[config.mk]
export PLATFORM = sky130hd
export DESIGN_NAME = mem_loader
export DESIGN_NICKNAME = d
export VERILOG_FILES = /design/src/rtl/mem_loader.sv
export SDC_FILE = /design/constraint.sdc
export NUM_CORES = 1
export LEC_CHECK = 0
export ABC_AREA = 1
export BUFFER_PORTS_ARGS = -buffer_cell sky130_fd_sc_hd__buf_2
export CAP_MARGIN = 20
export CORE_UTILIZATION = 37
export DETAILED_ROUTE_END_ITERATION = 8
export GPL_ROUTABILITY_DRIVEN = 0
export PLACE_DENSITY = 0.63
export SETUP_SLACK_MARGIN = 0.4
export SLEW_MARGIN = 40
export SYNTH_ARGS = -nofsm -noshare
export SYNTH_HDL_FRONTEND = slang
export SYNTH_SLANG_ARGS = --single-unit
[constraint.sdc]
create_clock -name clk -period 2.1 [get_ports clk]
set_input_delay 0.42 -clock clk [delete_from_list [all_inputs] [get_ports clk]]
set_output_delay 0.42 -clock clk [all_outputs]
set_load 0.05 [all_outputs]
[src/rtl/mem_loader.sv]
// Byte-stream memory loader: packs little-endian bytes into DATA_WIDTH words and
// writes them to consecutive (wrapping) addresses, keeping a mod-256 byte checksum.
module mem_loader #(
    parameter int unsigned ADDR_WIDTH = 9,
    parameter int unsigned DATA_WIDTH = 8
) (
    input  logic                  clk,
    input  logic                  rst,
    input  logic                  start,
    input  logic [ADDR_WIDTH-1:0] start_addr,
    input  logic [ADDR_WIDTH:0]   len,
    input  logic [7:0]            in_data,
    input  logic                  in_valid,
    output logic                  in_ready,
    output logic [ADDR_WIDTH-1:0] waddr,
    output logic [DATA_WIDTH-1:0] wdata,
    output logic                  we,
    output logic                  busy,
    output logic                  done,
    output logic [7:0]            checksum
);

    localparam int unsigned BYTES = DATA_WIDTH / 8;
    localparam int unsigned IDX_W = (BYTES > 1) ? $clog2(BYTES) : 1;
    localparam int unsigned CNT_W = ADDR_WIDTH + 1;

    if ((DATA_WIDTH == 0) || ((DATA_WIDTH % 8) != 0)) begin : g_bad_width
        $error("mem_loader: DATA_WIDTH must be a non-zero multiple of 8");
    end

    typedef enum logic [1:0] {
        IDLE    = 2'd0,
        COLLECT = 2'd1,
        WRITE   = 2'd2,
        DONE    = 2'd3
    } state_t;

    state_t                state_q,     state_d;
    logic [ADDR_WIDTH-1:0] addr_q,      addr_d;
    logic [CNT_W-1:0]      remaining_q, remaining_d;
    logic [IDX_W-1:0]      idx_q,       idx_d;
    logic [DATA_WIDTH-1:0] word_q,      word_d;
    logic [7:0]            checksum_d;
    logic [ADDR_WIDTH-1:0] waddr_d;
    logic [DATA_WIDTH-1:0] wdata_d;
    logic                  in_ready_d;
    logic                  we_d;
    logic                  busy_d;
    logic                  done_d;
    logic                  accept;

    // in_ready is a flop that mirrors state==COLLECT, so this has no input-to-output path
    assign accept = in_valid & in_ready;

    // State and datapath registers; outputs are flopped from their next-state decode
    always_ff @(posedge clk or posedge rst) begin
        if (rst) begin
            state_q     <= IDLE;
            addr_q      <= '0;
            remaining_q <= '0;
            idx_q       <= '0;
            word_q      <= '0;
            checksum    <= '0;
            waddr       <= '0;
            wdata       <= '0;
            in_ready    <= 1'b0;
            we          <= 1'b0;
            busy        <= 1'b0;
            done        <= 1'b0;
        end else begin
            state_q     <= state_d;
            addr_q      <= addr_d;
            remaining_q <= remaining_d;
            idx_q       <= idx_d;
            word_q      <= word_d;
            checksum    <= checksum_d;
            waddr       <= waddr_d;
            wdata       <= wdata_d;
            in_ready    <= in_ready_d;
            we          <= we_d;
            busy        <= busy_d;
            done        <= done_d;
        end
    end

    // Next-state, datapath and output decode
    always_comb begin
        state_d     = state_q;
        addr_d      = addr_q;
        remaining_d = remaining_q;
        idx_d       = idx_q;
        word_d      = word_q;
        checksum_d  = checksum;
        waddr_d     = waddr;
        wdata_d     = wdata;

        case (state_q)
            IDLE: begin
                if (start) begin
                    addr_d      = start_addr;
                    remaining_d = len;
                    idx_d       = '0;
                    word_d      = '0;
                    checksum_d  = '0;
                    state_d     = (len == '0) ? DONE : COLLECT;
                end
            end

            COLLECT: begin
                if (accept) begin
                    for (int b = 0; b < int'(BYTES); b++) begin
                        if (idx_q == IDX_W'(b)) begin
                            word_d[b*8 +: 8] = in_data;
                        end
                    end
                    checksum_d = checksum + in_data;
                    if (idx_q == IDX_W'(BYTES - 1)) begin
                        // Word complete: present it on the write port next cycle
                        idx_d   = '0;
                        waddr_d = addr_q;
                        wdata_d = word_d;
                        state_d = WRITE;
                    end else begin
                        idx_d = idx_q + IDX_W'(1);
                    end
                end
            end

            WRITE: begin
                addr_d      = addr_q + ADDR_WIDTH'(1);
                remaining_d = remaining_q - CNT_W'(1);
                idx_d       = '0;
                state_d     = (remaining_q == CNT_W'(1)) ? DONE : COLLECT;
            end

            DONE: begin
                state_d = IDLE;
            end

            default: begin
                state_d = IDLE;
            end
        endcase

        in_ready_d = (state_d == COLLECT);
        we_d       = (state_d == WRITE);
        busy_d     = (state_d != IDLE);
        done_d     = (state_d == DONE);
    end

endmodule

# Word-level counts from Yosys, hierarchy flattened
# Index checks and enable logic that the tools add are counted.
[word_totals] out_inout_bits=29 inputBits=31 ff_bits=59 wordCells=57
[classes] n_reduce_logical=10 add_sub_neg=4 n_mux=20 n_eq_ne=9 bitwise=2
[op_table] op="$mux 8" count=4
[op_table] op="$pmux 8 s2" count=2
[op_table] op="$pmux 10 s2" count=1
[op_table] op="$pmux 9 s2" count=1
[op_table] op="$eq 10x1->1 const B" count=1
[op_table] op="$logic_not 10->1" count=1
[op_table] op="$mux 10" count=1
[op_table] op="$mux 2" count=5
[op_table] op="$sub 10x1->10 const B" count=1
[op_table] op="$add 9x1->9 const B" count=1
[op_table] op="$mux 9" count=1
[op_table] op="$reduce_and 3->1" count=3
[op_table] op="$add 8x8->8" count=1
[op_table] op="$eq 2x2->1 const B" count=4
[op_table] op="$pmux 2 s4" count=1
[op_table] op="$reduce_bool 2->1" count=3
[op_table] op="$eq 2x1->1 const B" count=2
[op_table] op="$ne 2x2->1 const B" count=2
[op_table] op="$mux 1" count=3
[op_table] op="$pmux 1 s3" count=1
[op_table] op="$reduce_bool 3->1" count=1
[op_table] op="$logic_not 2->1" count=1
[op_table] op="$reduce_and 2->1" count=1
[op_table] op="$add 1x1->1 const B" count=1
[op_table] op="2 further kinds" count=2

# Longest topological paths before layout
[depth] word_depth=5 ltp_mapped=10 depth_no_buf=10

# Worst setup path before layout
# OpenSTA, ideal clock, no wires.
[synth_path] path_kind="flip-flop to flip-flop" startpoint="register checksum[0]" endpoint="register checksum[4]" required_time_ns=2.017 setup_slack_ns=0.392 path_buffers=0 arrival_time_ns=1.626 synth_period_minus_slack_ns=1.708 setup_ns=0.083 path_stages_with_launch=8 path_cell_list="dfrtp_1 -> ha_1 -> fa_1 -> nand3_1 -> nand3_1 -> nand2_1 -> nand2_1 -> o21ai_0"
[synth_via] elab_chain_cells=3
[synth_lines] element="start, declared" line_no="20" rtl="output logic [7:0] checksum"
[synth_lines] element="start signal, assigned" line_no="76" rtl="checksum <= checksum_d;"
[synth_lines] element="$add 8x8->8" line_no="116" rtl="checksum_d = checksum + in_data;"
[synth_lines] element="$mux 8" line_no="110" rtl="if (accept) begin"
[synth_lines] element="$pmux 8 s2" line_no="97" rtl="case (state_q)"
# Every way passes these cells. The select of a mux whose other input is x is not followed.
# A chain may end at the register's enable or synchronous reset.

# Worst setup path in the final report
# Same ends and word-level chain as after synthesis.

==> metrics <==
yosys warns=0; antenna violations before repair=0; H-Tree Level Count=2; max-slew violation count=0; Syn Nets=411; Mapped Area=between 0.002 and 0.003 sq mm; # diodes=0; critical-path maximum fanout=3; largest net degree at the start of global routing=34; FF-to-FF path depth=7; unrepaired setup endpoints after global routing=no; Overflow after GRT=0; Initial Util=about two fifths; first-pass GRT wire length=10700 um; row cnt=31; Synth area leader=dfrtp_1; register area share after synthesis=45.2%; area share of the largest cell type after synthesis=45.2%; r2r setup slk=0.57 ns; fill count=779; final wirelength=6210 um; Die H=88.5 um; worst r2r src=checksum[0]$_DFFE_PP0P_; CP arrival=about 1.8 ns; commonest cells after routing, fill and taps aside=nand2_1 (127), buf_2 (59), dfrtp_1 (50); synth unique cells=32; detailed-route via count=about 2500; Net Sw Frac=between 50% and 60%; clk_skew=0.00722 ns; worst flop-to-flop path endpoint=checksum[4]$_DFFE_PP0P_; setup TNS=0 ns; max capacitance violation total=0; Worst setup SP type=flip-flop; WP data required=2.33 ns; Synth Flop Type=dfrtp_1; final period utilization=72.9%; initial drt markers=91; number of global-route vias before repair=2399; Tightest Pin Transition=0.437 ns; area delta synth->final=19.0%; Final setup violation count=0; clk slew on worst S/H paths=0.09 ns; drt wl/cell=between 10 and 15 um; min Tclk post-route=approximately 1.5 ns; # DRC=0; critical path class=flip-flop to flip-flop; Core ar.=0.00725 sq mm; Int Pwr=0.00255 W; Tightest Hold Check Type=input pin to asynchronous set/reset pin; share of post-route cells with drive strength above 1=a little under 20%; combinational share of power=a little over half; TritonCTS Buffers=5; final core occ=45.4%; Psw=0.00267 W; CTS Root Cell=clkbuf_8; Reg power frac=between 30% and 40%; setup repair bufs after CTS=0; synthesized area per cell=7.50 sq um; final number of hold-violating endpoints=0; number of synthesized register bits=50; DR vias/cell=4.72; Max VDD drop=approximately 0.5 mV; Clk pwr share=13.1%; Clk Latency, worst-skew pair=0.30 ns; Nets=474; status=finished clean; GRT Total Usage=17.6%; Max clock buf depth=2; pwr dens=1580 mW/mm^2; Die Area=approximately 0.0078 sq mm; Post-synth EDFFs=0; # IOs=60; CTS tree=done; die width=88.5 um; drt first pass iters=4; ys async rst share=100%; largest cells by area after synthesis=dfrtp_1 (45%), nand2_1 (17%), inv_1 (6.0%); DP HPWL=4670 um; Slew headroom=around 71%; Placement Setup Slack=around 0.44 ns; post-route antenna net violation count=0; Fmax=~650 MHz; most common cell after layout, fill and taps aside=nand2_1; port buffer count=59; Leak=1.82 nW; # clock sinks=50; crit end category=flip-flop; Final WS setup=~0.57 ns; Post-Syn Instances=369
[cells in the mapped netlist, drive strengths merged (2+ instances only)]
| cell | n |
|---|---|
| nand2 | 129 |
| o22ai | 2 |
| nor2 | 34 |
| o211ai | 4 |
| nand4 | 7 |
| inv | 49 |
| a21oi | 6 |
| nor3 | 3 |
| ha | 10 |
| nand3 | 30 |
| buf | 9 |
| o21ai | 24 |
| xor2 | 2 |
| xnor2 | 2 |
| dfrtp | 50 |
[cell type report]
class                   count  area (sq um)  share of cell area, %
clock buffers               7          76.3                   2.32
clock inverters             1          30.0                  0.912
inverters                  49           184                   5.58
multi-input cells         260          1270                   38.5
flip-flops and latches     50          1250                   38.0
well taps                  99           124                   3.76
repair buffers             66           360                   10.9
[worst max-delay path: stages (launching register included)]
cell and delay, ns:
dfrtp_1 0.41, ha_1 0.21, fa_1 0.42, nand3_1 0.09, nand3_1 0.09, nand2_1 0.07, nand2_1 0.04, o21ai_0 0.13
[per-stage QoR]
step | instance area, sq um | power [W] | hold WS, ns | std cells
after global placement | 3190 | 0.00453 | 0.443 | 524
after CTS | 3290 | 0.00528 | 0.108 | 532
after floorplan | 2770 | 0.00392 | 0.471 | 369
after detailed placement | 3190 | 0.00459 | 0.446 | 524
final | 3290 | 0.00522 | 0.103 | 532
after global routing | 3290 | 0.00569 | 0.124 | 532
[logic make-up (layout without fill, tap and decap cells)]
kind of cell             Yosys count  in the layout  share of synthesized area (%)
AO/OA/AOI/OAI                     41             41                           8.50
XOR/XNOR                           4              4                           1.27
adder cells (fa/ha/maj)           11             11                           5.24
buffers and inverters             59            123                           9.04
flip-flops                        50             50                           45.2
AND/OR/NAND/NOR                  204            204                           30.7
[registers in the layout, indices dropped and copies added (netlist names)]
| signal | count |
|---|---|
| done | 1 |
| wdata | 8 |
| remaining_q | 10 |
| busy | 1 |
| in_ready | 1 |
| checksum | 8 |
| waddr | 9 |
| we | 1 |
| state_q | 2 |
| addr_q | 9 |
[power groups by stage]
stage / sequential, W / combinational, W / clock [W]
finish: 0.00174 / 0.00279 / 0.000684
global route: 0.00181 / 0.00313 / 0.000751
CTS: 0.00175 / 0.00283 / 0.000708
detailed placement: 0.00176 / 0.00282 / 0
global placement: 0.00176 / 0.00277 / 0
floorplan: 0.00254 / 0.00137 / 0
[how the worst max path moves through the flow]
| stage | end | from | cells past startpoint | slack, ns |
|---|---|---|---|---|
| after global placement | checksum[4]$_DFFE_PP0P_ | in_data[0] | 8 | 0.45 |
| after CTS | addr_q[6]$_DFFE_PP0P_ | addr_q[1]$_DFFE_PP0P_ | 8 | 0.54 |
| final | checksum[4]$_DFFE_PP0P_ | checksum[0]$_DFFE_PP0P_ | 7 | 0.57 |
| after global routing | remaining_q[8]$_DFFE_PP0P_ | remaining_q[0]$_DFFE_PP0P_ | 9 | 0.43 |
| after detailed placement | checksum[4]$_DFFE_PP0P_ | in_data[0] | 8 | 0.44 |
| after floorplan | checksum[4]$_DFFE_PP0P_ | checksum[0]$_DFFE_PP0P_ | 7 | 0.39 |
[per-layer routing]
| layer | share of wire, % | GRT usage, % | up-vias |
|---|---|---|---|
| met5 | 0 | 0 | - |
| met4 | 0.89 | 4.55 | 0 |
| met3 | 4.6 | 3.82 | 6 |
| met2 | 46 | 30.3 | 58 |
| met1 | 49 | 22.5 | 1153 |
| li1 | - | - | 1296 |
[what timing repair did]
item	in CTS	in global routing
hold buffers	0	0
endpoints found under the setup margin	0	1
resized for setup	0	1
Power figures use the tool's default switching activity.
